===== config.mk =====
export PLATFORM = sky130hd
export DESIGN_NAME = ram_write_buffer_flat
export DESIGN_NICKNAME = d
export VERILOG_FILES = /design/src/rtl/ram_write_buffer_if.sv /design/src/rtl/ram_write_buffer.sv /design/src/flat_wrapper.sv
export SDC_FILE = /design/constraint.sdc
export NUM_CORES = 1
export LEC_CHECK = 0
export ABC_CLOCK_PERIOD_IN_PS = 6370
export CAP_MARGIN = 25
export CORE_MARGIN = 2
export CORE_UTILIZATION = 39
export CTS_CLUSTER_SIZE = 8
export DETAILED_ROUTE_END_ITERATION = 8
export REMOVE_ABC_BUFFERS = 1
export SLEW_MARGIN = 20
export SYNTH_ARGS = -nofsm -noshare
export SYNTH_HDL_FRONTEND = slang
export SYNTH_SLANG_ARGS = --single-unit

===== constraint.sdc =====
create_clock -name clk -period 6.37 [get_ports clk]
set_input_delay 0.9555 -clock clk [delete_from_list [all_inputs] [get_ports clk]]
set_output_delay 0.9555 -clock clk [all_outputs]
set_load 0.05 [all_outputs]

===== src/rtl/ram_write_buffer_if.sv =====
// ram_write_buffer_if: upstream (cache-side) request/response bundle of the
// posted-write buffer.
//   up_addr   word address shared by reads and writes
//   up_wdata  write data
//   up_write  write request
//   up_read   read request
//   up_stall  request not accepted this cycle (write into a full queue)
//   up_rdata  read data, valid with up_rvalid
//   up_rvalid read data valid, one cycle after an accepted read
// master = cache side, slave = write buffer.
interface ram_write_buffer_if #(
   parameter int unsigned ADDR_WIDTH = 10,
   parameter int unsigned DATA_WIDTH = 16
);
   logic [ADDR_WIDTH-1:0] up_addr;
   logic [DATA_WIDTH-1:0] up_wdata;
   logic                  up_write;
   logic                  up_read;
   logic                  up_stall;
   logic [DATA_WIDTH-1:0] up_rdata;
   logic                  up_rvalid;

   modport master (
      output up_addr, up_wdata, up_write, up_read,
      input  up_stall, up_rdata, up_rvalid
   );

   modport slave (
      input  up_addr, up_wdata, up_write, up_read,
      output up_stall, up_rdata, up_rvalid
   );
endinterface


===== src/rtl/ram_write_buffer.sv =====
// ram_write_buffer: posted-write FIFO between the data cache and the
// single-port RAM. Writes are queued in one cycle and retired in order on
// read-free cycles; reads hitting a queued address are forwarded from the
// youngest matching entry with the same one-cycle latency as a RAM read.
// Ports:
//   clk, resetN  CPU clock, synchronous active-low reset
//   up           upstream request/response bundle (slave modport)
//   ram_addr     RAM port address
//   ram_wdata    RAM write data
//   ram_write    RAM write enable
//   ram_rdata    RAM read data (registered, valid the cycle after ram_addr)
//   empty        queue holds no entries
//   count        number of occupied entries (0..DEPTH)
module ram_write_buffer #(
   parameter int unsigned DATA_WIDTH = 16,
   parameter int unsigned ADDR_WIDTH = 10,
   parameter int unsigned DEPTH      = 4
) (
   input  logic                    clk,
   input  logic                    resetN,
   ram_write_buffer_if.slave       up,
   output logic [ADDR_WIDTH-1:0]   ram_addr,
   output logic [DATA_WIDTH-1:0]   ram_wdata,
   output logic                    ram_write,
   input  logic [DATA_WIDTH-1:0]   ram_rdata,
   output logic                    empty,
   output logic [$clog2(DEPTH):0]  count
);

   localparam int unsigned PTR_W = $clog2(DEPTH);
   localparam int unsigned CNT_W = PTR_W + 1;

   logic [ADDR_WIDTH-1:0] addr_q [DEPTH];
   logic [DATA_WIDTH-1:0] data_q [DEPTH];
   logic [PTR_W-1:0]      head_q;
   logic [PTR_W-1:0]      tail_q;
   logic [CNT_W-1:0]      count_q;

   logic                  rvalid_q;
   logic                  hit_q;
   logic [DATA_WIDTH-1:0] hit_data_q;

   logic                  full_c;
   logic                  stall_c;
   logic                  accept_c;
   logic                  pop_c;
   logic                  fwd_hit_c;
   logic [DATA_WIDTH-1:0] fwd_data_c;
   logic [PTR_W-1:0]      scan_idx_c;

   // Queue status and handshake; held off while in reset so nothing leaks to RAM
   assign full_c   = (count_q == CNT_W'(DEPTH));
   assign stall_c  = resetN & up.up_write & full_c;
   assign accept_c = resetN & up.up_write & ~full_c;
   assign pop_c    = resetN & ~up.up_read & (count_q != '0);

   // Forwarding search: walk oldest to youngest so the last match wins
   always_comb begin
      fwd_hit_c  = 1'b0;
      fwd_data_c = '0;
      scan_idx_c = '0;
      for (int unsigned k = 0; k < DEPTH; k++) begin
         scan_idx_c = head_q + PTR_W'(k);
         if ((CNT_W'(k) < count_q) && (addr_q[scan_idx_c] == up.up_addr)) begin
            fwd_hit_c  = 1'b1;
            fwd_data_c = data_q[scan_idx_c];
         end
      end
   end

   // RAM port arbitration: a read owns the port, otherwise drain the head
   always_comb begin
      ram_addr  = up.up_addr;
      ram_wdata = data_q[head_q];
      ram_write = 1'b0;
      if (pop_c) begin
         ram_addr  = addr_q[head_q];
         ram_write = 1'b1;
      end
   end

   // Entry storage; validity is tracked by head/count only
   always_ff @(posedge clk) begin
      if (accept_c) begin
         addr_q[tail_q] <= up.up_addr;
         data_q[tail_q] <= up.up_wdata;
      end
   end

   // Pointers, occupancy and read-response registers
   always_ff @(posedge clk) begin
      if (!resetN) begin
         head_q     <= '0;
         tail_q     <= '0;
         count_q    <= '0;
         rvalid_q   <= 1'b0;
         hit_q      <= 1'b0;
         hit_data_q <= '0;
      end else begin
         if (accept_c) tail_q <= tail_q + PTR_W'(1);
         if (pop_c)    head_q <= head_q + PTR_W'(1);
         case ({accept_c, pop_c})
            2'b10:   count_q <= count_q + CNT_W'(1);
            2'b01:   count_q <= count_q - CNT_W'(1);
            default: count_q <= count_q;
         endcase
         rvalid_q   <= up.up_read;
         hit_q      <= up.up_read & fwd_hit_c;
         hit_data_q <= fwd_data_c;
      end
   end

   assign up.up_stall  = stall_c;
   assign up.up_rvalid = rvalid_q;
   assign up.up_rdata  = rvalid_q ? (hit_q ? hit_data_q : ram_rdata) : '0;
   assign empty        = (count_q == '0);
   assign count        = count_q;

endmodule


===== src/flat_wrapper.sv =====
// flat-port wrapper written by rule: the top's interface ports become plain ports
module ram_write_buffer_flat 
#(
   parameter int unsigned DATA_WIDTH = 16,
   parameter int unsigned ADDR_WIDTH = 10,
   parameter int unsigned DEPTH      = 4
)
  (clk, resetN, ram_addr, ram_wdata, ram_write, ram_rdata, empty, count, up_up_addr, up_up_wdata, up_up_write, up_up_read, up_up_stall, up_up_rdata, up_up_rvalid);
  ram_write_buffer_if #(.ADDR_WIDTH(ADDR_WIDTH), .DATA_WIDTH(DATA_WIDTH)) up_i ();
  input  logic clk;
  input  logic resetN;
  output logic [ADDR_WIDTH-1:0] ram_addr;
  output logic [DATA_WIDTH-1:0] ram_wdata;
  output logic ram_write;
  input  logic [DATA_WIDTH-1:0] ram_rdata;
  output logic empty;
  output logic [$clog2(DEPTH):0] count;
  input wire logic [$bits(up_i.up_addr)-1:0] up_up_addr;
  input wire logic [$bits(up_i.up_wdata)-1:0] up_up_wdata;
  input wire logic [$bits(up_i.up_write)-1:0] up_up_write;
  input wire logic [$bits(up_i.up_read)-1:0] up_up_read;
  output wire logic [$bits(up_i.up_stall)-1:0] up_up_stall;
  output wire logic [$bits(up_i.up_rdata)-1:0] up_up_rdata;
  output wire logic [$bits(up_i.up_rvalid)-1:0] up_up_rvalid;
  assign up_i.up_addr = up_up_addr;
  assign up_i.up_wdata = up_up_wdata;
  assign up_i.up_write = up_up_write;
  assign up_i.up_read = up_up_read;
  assign up_up_stall = up_i.up_stall;
  assign up_up_rdata = up_i.up_rdata;
  assign up_up_rvalid = up_i.up_rvalid;
  ram_write_buffer #(.DATA_WIDTH(DATA_WIDTH), .ADDR_WIDTH(ADDR_WIDTH), .DEPTH(DEPTH)) u_core (.clk(clk), .resetN(resetN), .up(up_i), .ram_addr(ram_addr), .ram_wdata(ram_wdata), .ram_write(ram_write), .ram_rdata(ram_rdata), .empty(empty), .count(count));
endmodule

# After elaboration in Yosys (flattened, before gate mapping)
# Memories as Yosys holds them, arrays and structs flattened. A register that Yosys moved wholly into a read port is not among the register bits.
# Cells that the tools add are included.
[word_totals]
register_bits = 25
ram_bits = 104
inputBits = 46
out_inout_bits = 49
elab_cells = 59
mem_count = 2
[memory_table]
columns = ["memory", "words", "word_bits", "read_ports", "rd_clocked_by_memory_dff", "wr", "line_no", "text"]
rows = [
  ["u_core.data_q", 4, 16, 4, 1, 1, "ram_write_buffer.sv:34", "logic [DATA_WIDTH-1:0] data_q [DEPTH];"],
  ["u_core.addr_q", 4, 10, 4, 1, 1, "ram_write_buffer.sv:33", "logic [ADDR_WIDTH-1:0] addr_q [DEPTH];"],
]
[classes]
addsub = 6
n_lt_le_gt_ge = 4
eq_ne = 7
muxes = 19
bitwise_logic = 8
n_reduce_logical = 7
[ops]
columns = ["op", "count"]
rows = [
  ["2-to-1 mux 16 bit", 6],
  ["== test 10 bit", 4],
  ["2-to-1 mux 10 bit", 1],
  ["2-to-1 mux 2 bit", 4],
  ["2-to-1 mux 1 bit", 7],
  ["bitwise AND 1 bit", 6],
  ["less-than comparator 1 x 3 -> 1 bit, first input constant", 2],
  ["less-than comparator 2 x 3 -> 1 bit, first input constant", 2],
  ["one-hot mux 3 bit (2 select lines)", 1],
  ["adder 2 x 1 -> 2 bit, second input constant", 2],
  ["adder 2 bit, second input constant", 2],
  ["logical AND 1 bit", 4],
  ["adder 3 x 1 -> 3 bit, second input constant", 1],
  ["== test 3 bit, second input constant", 1],
  ["logical NOT 3 bit", 1],
  ["nonzero test 3 bit", 1],
  ["subtractor 3 x 1 -> 3 bit, second input constant", 1],
  ["== test 2 x 1 -> 1 bit, second input constant", 1],
  ["== test 2 bit, second input constant", 1],
  ["NOT 1 bit", 2],
  ["nonzero test 2 bit", 1],
]

# Depth between registers and ports, before layout
# An unclocked memory read counts as a cell.
[depth]
word_depth = 8
mapped_depth = 12
mapped_depth_nobuf = 8

# Least setup slack after synthesis
# No wires, ideal clock.
[synth_path]
path_type = "input to output"
from = "in resetN"
to = "out ram_addr[0]"
t_arrival_ns = 3.069
required_ns = 5.414
path_slack_ns = 2.345
path_stages = 5
n_path_buf = 2
path_cell_list = "clkbuf_1 clkinv_1 nor3_1 clkbuf_1 mux2_2"
[synth_via]
elab_chain_len = 3
[synth_rtl]
columns = ["item", "line_no", "text"]
rows = [
  ["start, declared", "flat_wrapper.sv:11", "input logic resetN;"],
  ["bitwise AND 1 bit (2 in a row)", "ram_write_buffer.sv:55", "assign pop_c = resetN & ~up.up_read & (count_q != '0);"],
  ["2-to-1 mux 10 bit", "ram_write_buffer.sv:76", "if (pop_c) begin"],
  ["end, declared", "flat_wrapper.sv:12", "output logic [ADDR_WIDTH-1:0] ram_addr;"],
]
# Every way passes these cells.

# Worst setup path in the final report
[layout_path]
from = "in resetN"
to = "out ram_addr[8]"
# Same word-level chain as after synthesis.

==> summary.md <==
| Metric | Value |
|---|---|
| # DRC | `0` |
| CTS Hold Buffers Added | `0` |
| Syn. warnings | `0` |
| Die extent in x | `148.2 um` |
| CTS root buffer | `clkbuf_16` |
| Post-synth EDFFs | `104` |
| Total track usage | `18.39%` |
| Max-cap violations | `0` |
| Worst Setup End Kind | `output pin` |
| Leak | `0.003117 uW` |
| #FFs+latches synth | `131` |
| Layout cell share with drive strength beyond 1 | `22.44%` |
| Clk buf depth | `2` |
| Endpoints failing hold | `0` |
| PostCTS Resize Cnt | `0` |
| Nets | `697` |
| Min cycle time layout | `4.646 ns` |
| Area of the core | `20300 sq um` |
| Hold crit path type | `flop to flop` |
| Via Count | `5182` |
| Worst r2r path cells | `7` |
| TritonCTS Buffers | `17` |
| Clock skew | `0.009170 ns` |
| Synth Area in XOR/XNOR | `5.402%` |
| Dpl cells | `891` |
| Avg Inst Size Synth | `14.32 sq um` |
| Largest area contributor in the synthesized netlist | `edfxtp_1` |
| Ys flop type | `edfxtp_1` |
| Clk sinks | `131` |
| Count of final setup violators | `0` |
| Post-Synthesis Cells | `566` |
| Leading post-synthesis cells by cell area | `edfxtp_1 39%, mux4_2 20%, mux2i_1 11%` |
| Mux contribution to synthesized area | `32.54%` |
| Async S/R FF share, synth | `0%` |
| Die area | `21960 sq um` |
| Max Clk Rate | `215.3 MHz` |
| Gate power share | `21.2%` |
| Clk slew on worst S/H paths | `0.06 ns` |
| Initial Util | `39.93%` |
| Setup crit end | `ram_addr[8]` |
| CP required | `5.41 ns` |
| CTS tree | `done` |
| Critical path fanouts, max | `13` |
| IO buf count | `94` |
| Post-CTS setup buffers | `0` |
| Post-synthesis sequential area ratio | `45.19%` |
| Worst Tran Pin Value | `0.9901 ns` |
| Clk pwr share | `40.3%` |
| WHS | `0.5632 ns` |
| Io pins | `95` |
| Largest net degree at the start of global routing | `65` |
| R2R Path Start | `u_core.head_q[0]$_SDFFE_PN0P_` |
| Drt via density | `5.602` |
| CP arrival | `3.69 ns` |
| Htree depth | `4` |
| R2R Path End | `u_core.hit_data_q[7]$_SDFF_PN0_` |
| Reg power frac | `38.5%` |
| Total negative slack | `0 ns` |
| HPWL after DPL | `12480 um` |
| DR iter-0 viols | `415` |
| Area Growth Syn to Fin | `22.33%` |
| Top post-synthesis cells by count | `104 x edfxtp_1, 88 x mux2i_1, 73 x mux4_2` |
| Clock latency on the worst-skew pair | `0.42 ns` |
| P_int | `1921 uW` |
| Switching Fraction | `27.55%` |
| Number of detailed-route iterations in the first pass | `5` |
| Global-route wire length before repair | `30530 um` |
| Status | `complete, no violations` |
| Peak supply drop | `188.9 uV` |
| RSZ-0062 raised after global routing | `no` |
| ANT cells | `0` |
| Placer Congestion | `0.8163` |
| Gr ovfl total | `0` |
| R2R Setup Slk | `2.58 ns` |
| Setup crit start | `resetN` |
| Power Dens Cells | `267.4 nW/um^2` |
| Adder-cell share of the synthesized area | `1.389%` |
| Relative slew slack | `33.99%` |
| DRT Wirelength | `19620 um` |
| Most frequent cell after synthesis | `edfxtp_1` |
| Net Switching | `730.7 uW` |
| Initial antenna violation count | `0` |
| Max-slew violation count | `0` |
| Post-synth top area share | `38.52%` |
| WL/cell | `21.21 um` |
| Post-Synth Simple-Gate Area | `6.035%` |
| Fin crit share | `72.93%` |
| Compound-Gate Fraction of Synth Area | `5.495%` |
| Yosys cell types | `49` |
| CP Class | `input port to output pin` |
| ANT nets after route | `0` |
| CP Launch Type | `input port` |
| Non-filler instance count after layout | `925` |
| Post-layout util | `48.85%` |
| Vias in the first global route | `5454` |
| Combinational family with the most area after synthesis | `multiplexers` |
| Netlist Area Pre-Place | `8107 sq um` |
| Die Y | `148.2 um` |
| Std cell rows | `52` |
metrics by stage:
step                      area (sq um)  setup WS (ns)  power, uW
after floorplan                   7854         0.5582       1423
after CTS                         9869          1.719       2670
after global placement            9220          1.806       1595
after global routing              9917          1.535       2750
final                             9917          1.724       2652
after detailed placement          9220          1.741       1606
layer usage:
layer  vias up  wire length [um]  global-route usage, %
met4         0               205                  4.952
li1       2386                 -                      -
met2       137             10070                  32.11
met5         -                 0                      0
met3        18               983                  3.681
met1      2641              8361                  23.43
flip-flops by register name, summed over array words and instances, names as in the netlist, named ones only:
register             flops
u_core.addr_q           40
u_core.count             3
u_core.data_q           64
u_core.head_q            2
u_core.hit_data_q       16
u_core.hit_q             1
u_core.tail_q            2
u_core.up.up_rvalid      1
power groups by stage:
stage / clock network (uW) / registers [uW] / logic [uW]
floorplan: 0 / 1040 / 382
global placement: 0 / 1040 / 556
detailed placement: 0 / 1040 / 562
CTS: 1080 / 1030 / 565
global route: 1120 / 1030 / 597
finish: 1070 / 1020 / 563
worst min-delay path by stage:
stage                                   from                            end  depth (start not counted)
2_1_floorplan  u_core.tail_q[1]$_SDFFE_PN0P_  u_core.tail_q[1]$_SDFFE_PN0P_                          2
3_3_place_gp   u_core.tail_q[1]$_SDFFE_PN0P_  u_core.tail_q[1]$_SDFFE_PN0P_                          2
3_5_place_dp   u_core.tail_q[1]$_SDFFE_PN0P_  u_core.tail_q[1]$_SDFFE_PN0P_                          2
4_1_cts        u_core.tail_q[1]$_SDFFE_PN0P_  u_core.tail_q[1]$_SDFFE_PN0P_                          2
5_1_grt        u_core.tail_q[1]$_SDFFE_PN0P_  u_core.tail_q[1]$_SDFFE_PN0P_                          2
6_report       u_core.tail_q[1]$_SDFFE_PN0P_  u_core.tail_q[1]$_SDFFE_PN0P_                          2
logic make-up after synthesis:
group                    after synthesis
multiplexers                         171
flip-flops                           131
AND/OR/NAND/NOR                       88
buffers and inverters                 65
AO/OA/AOI/OAI                         52
XOR/XNOR                              50
adder cells (fa/ha/maj)                9
worst max-delay path, stage by stage:
cell and delay [ns]:
clkdlybuf4s50_1 0.74, clkinv_1 0.39, nor3_2 0.27, buf_4 0.25, mux2_2 0.36, clkdlybuf4s50_1 0.70
layout by cell type (no fill, tap or decap), drive strengths merged, types with 6 or more instances in the layout:
master	n
a32oi	6
clkbuf	19
dfxtp	27
o221ai	11
nand2	18
o21ai	12
a21oi	7
mux4	73
and2	7
nor2b	17
ha	9
and3	17
xnor2	36
mux2i	88
clkinv	8
xor2	14
inv	17
edfxtp	104
clkdlybuf4s50	94
mux2	10
buf	10
nor2	9
final cells by class:
cell class | instances | area (sq um)
clock buffer | 19 | 442.9
clock inverter | 13 | 206.4
fill | 1777 | 10380
inverter | 18 | 67.56
multi-input combinational | 370 | 4141
sequential | 131 | 3672
tap | 270 | 337.8
timing repair buffer | 104 | 1049
Power figures use the tool's default switching activity.
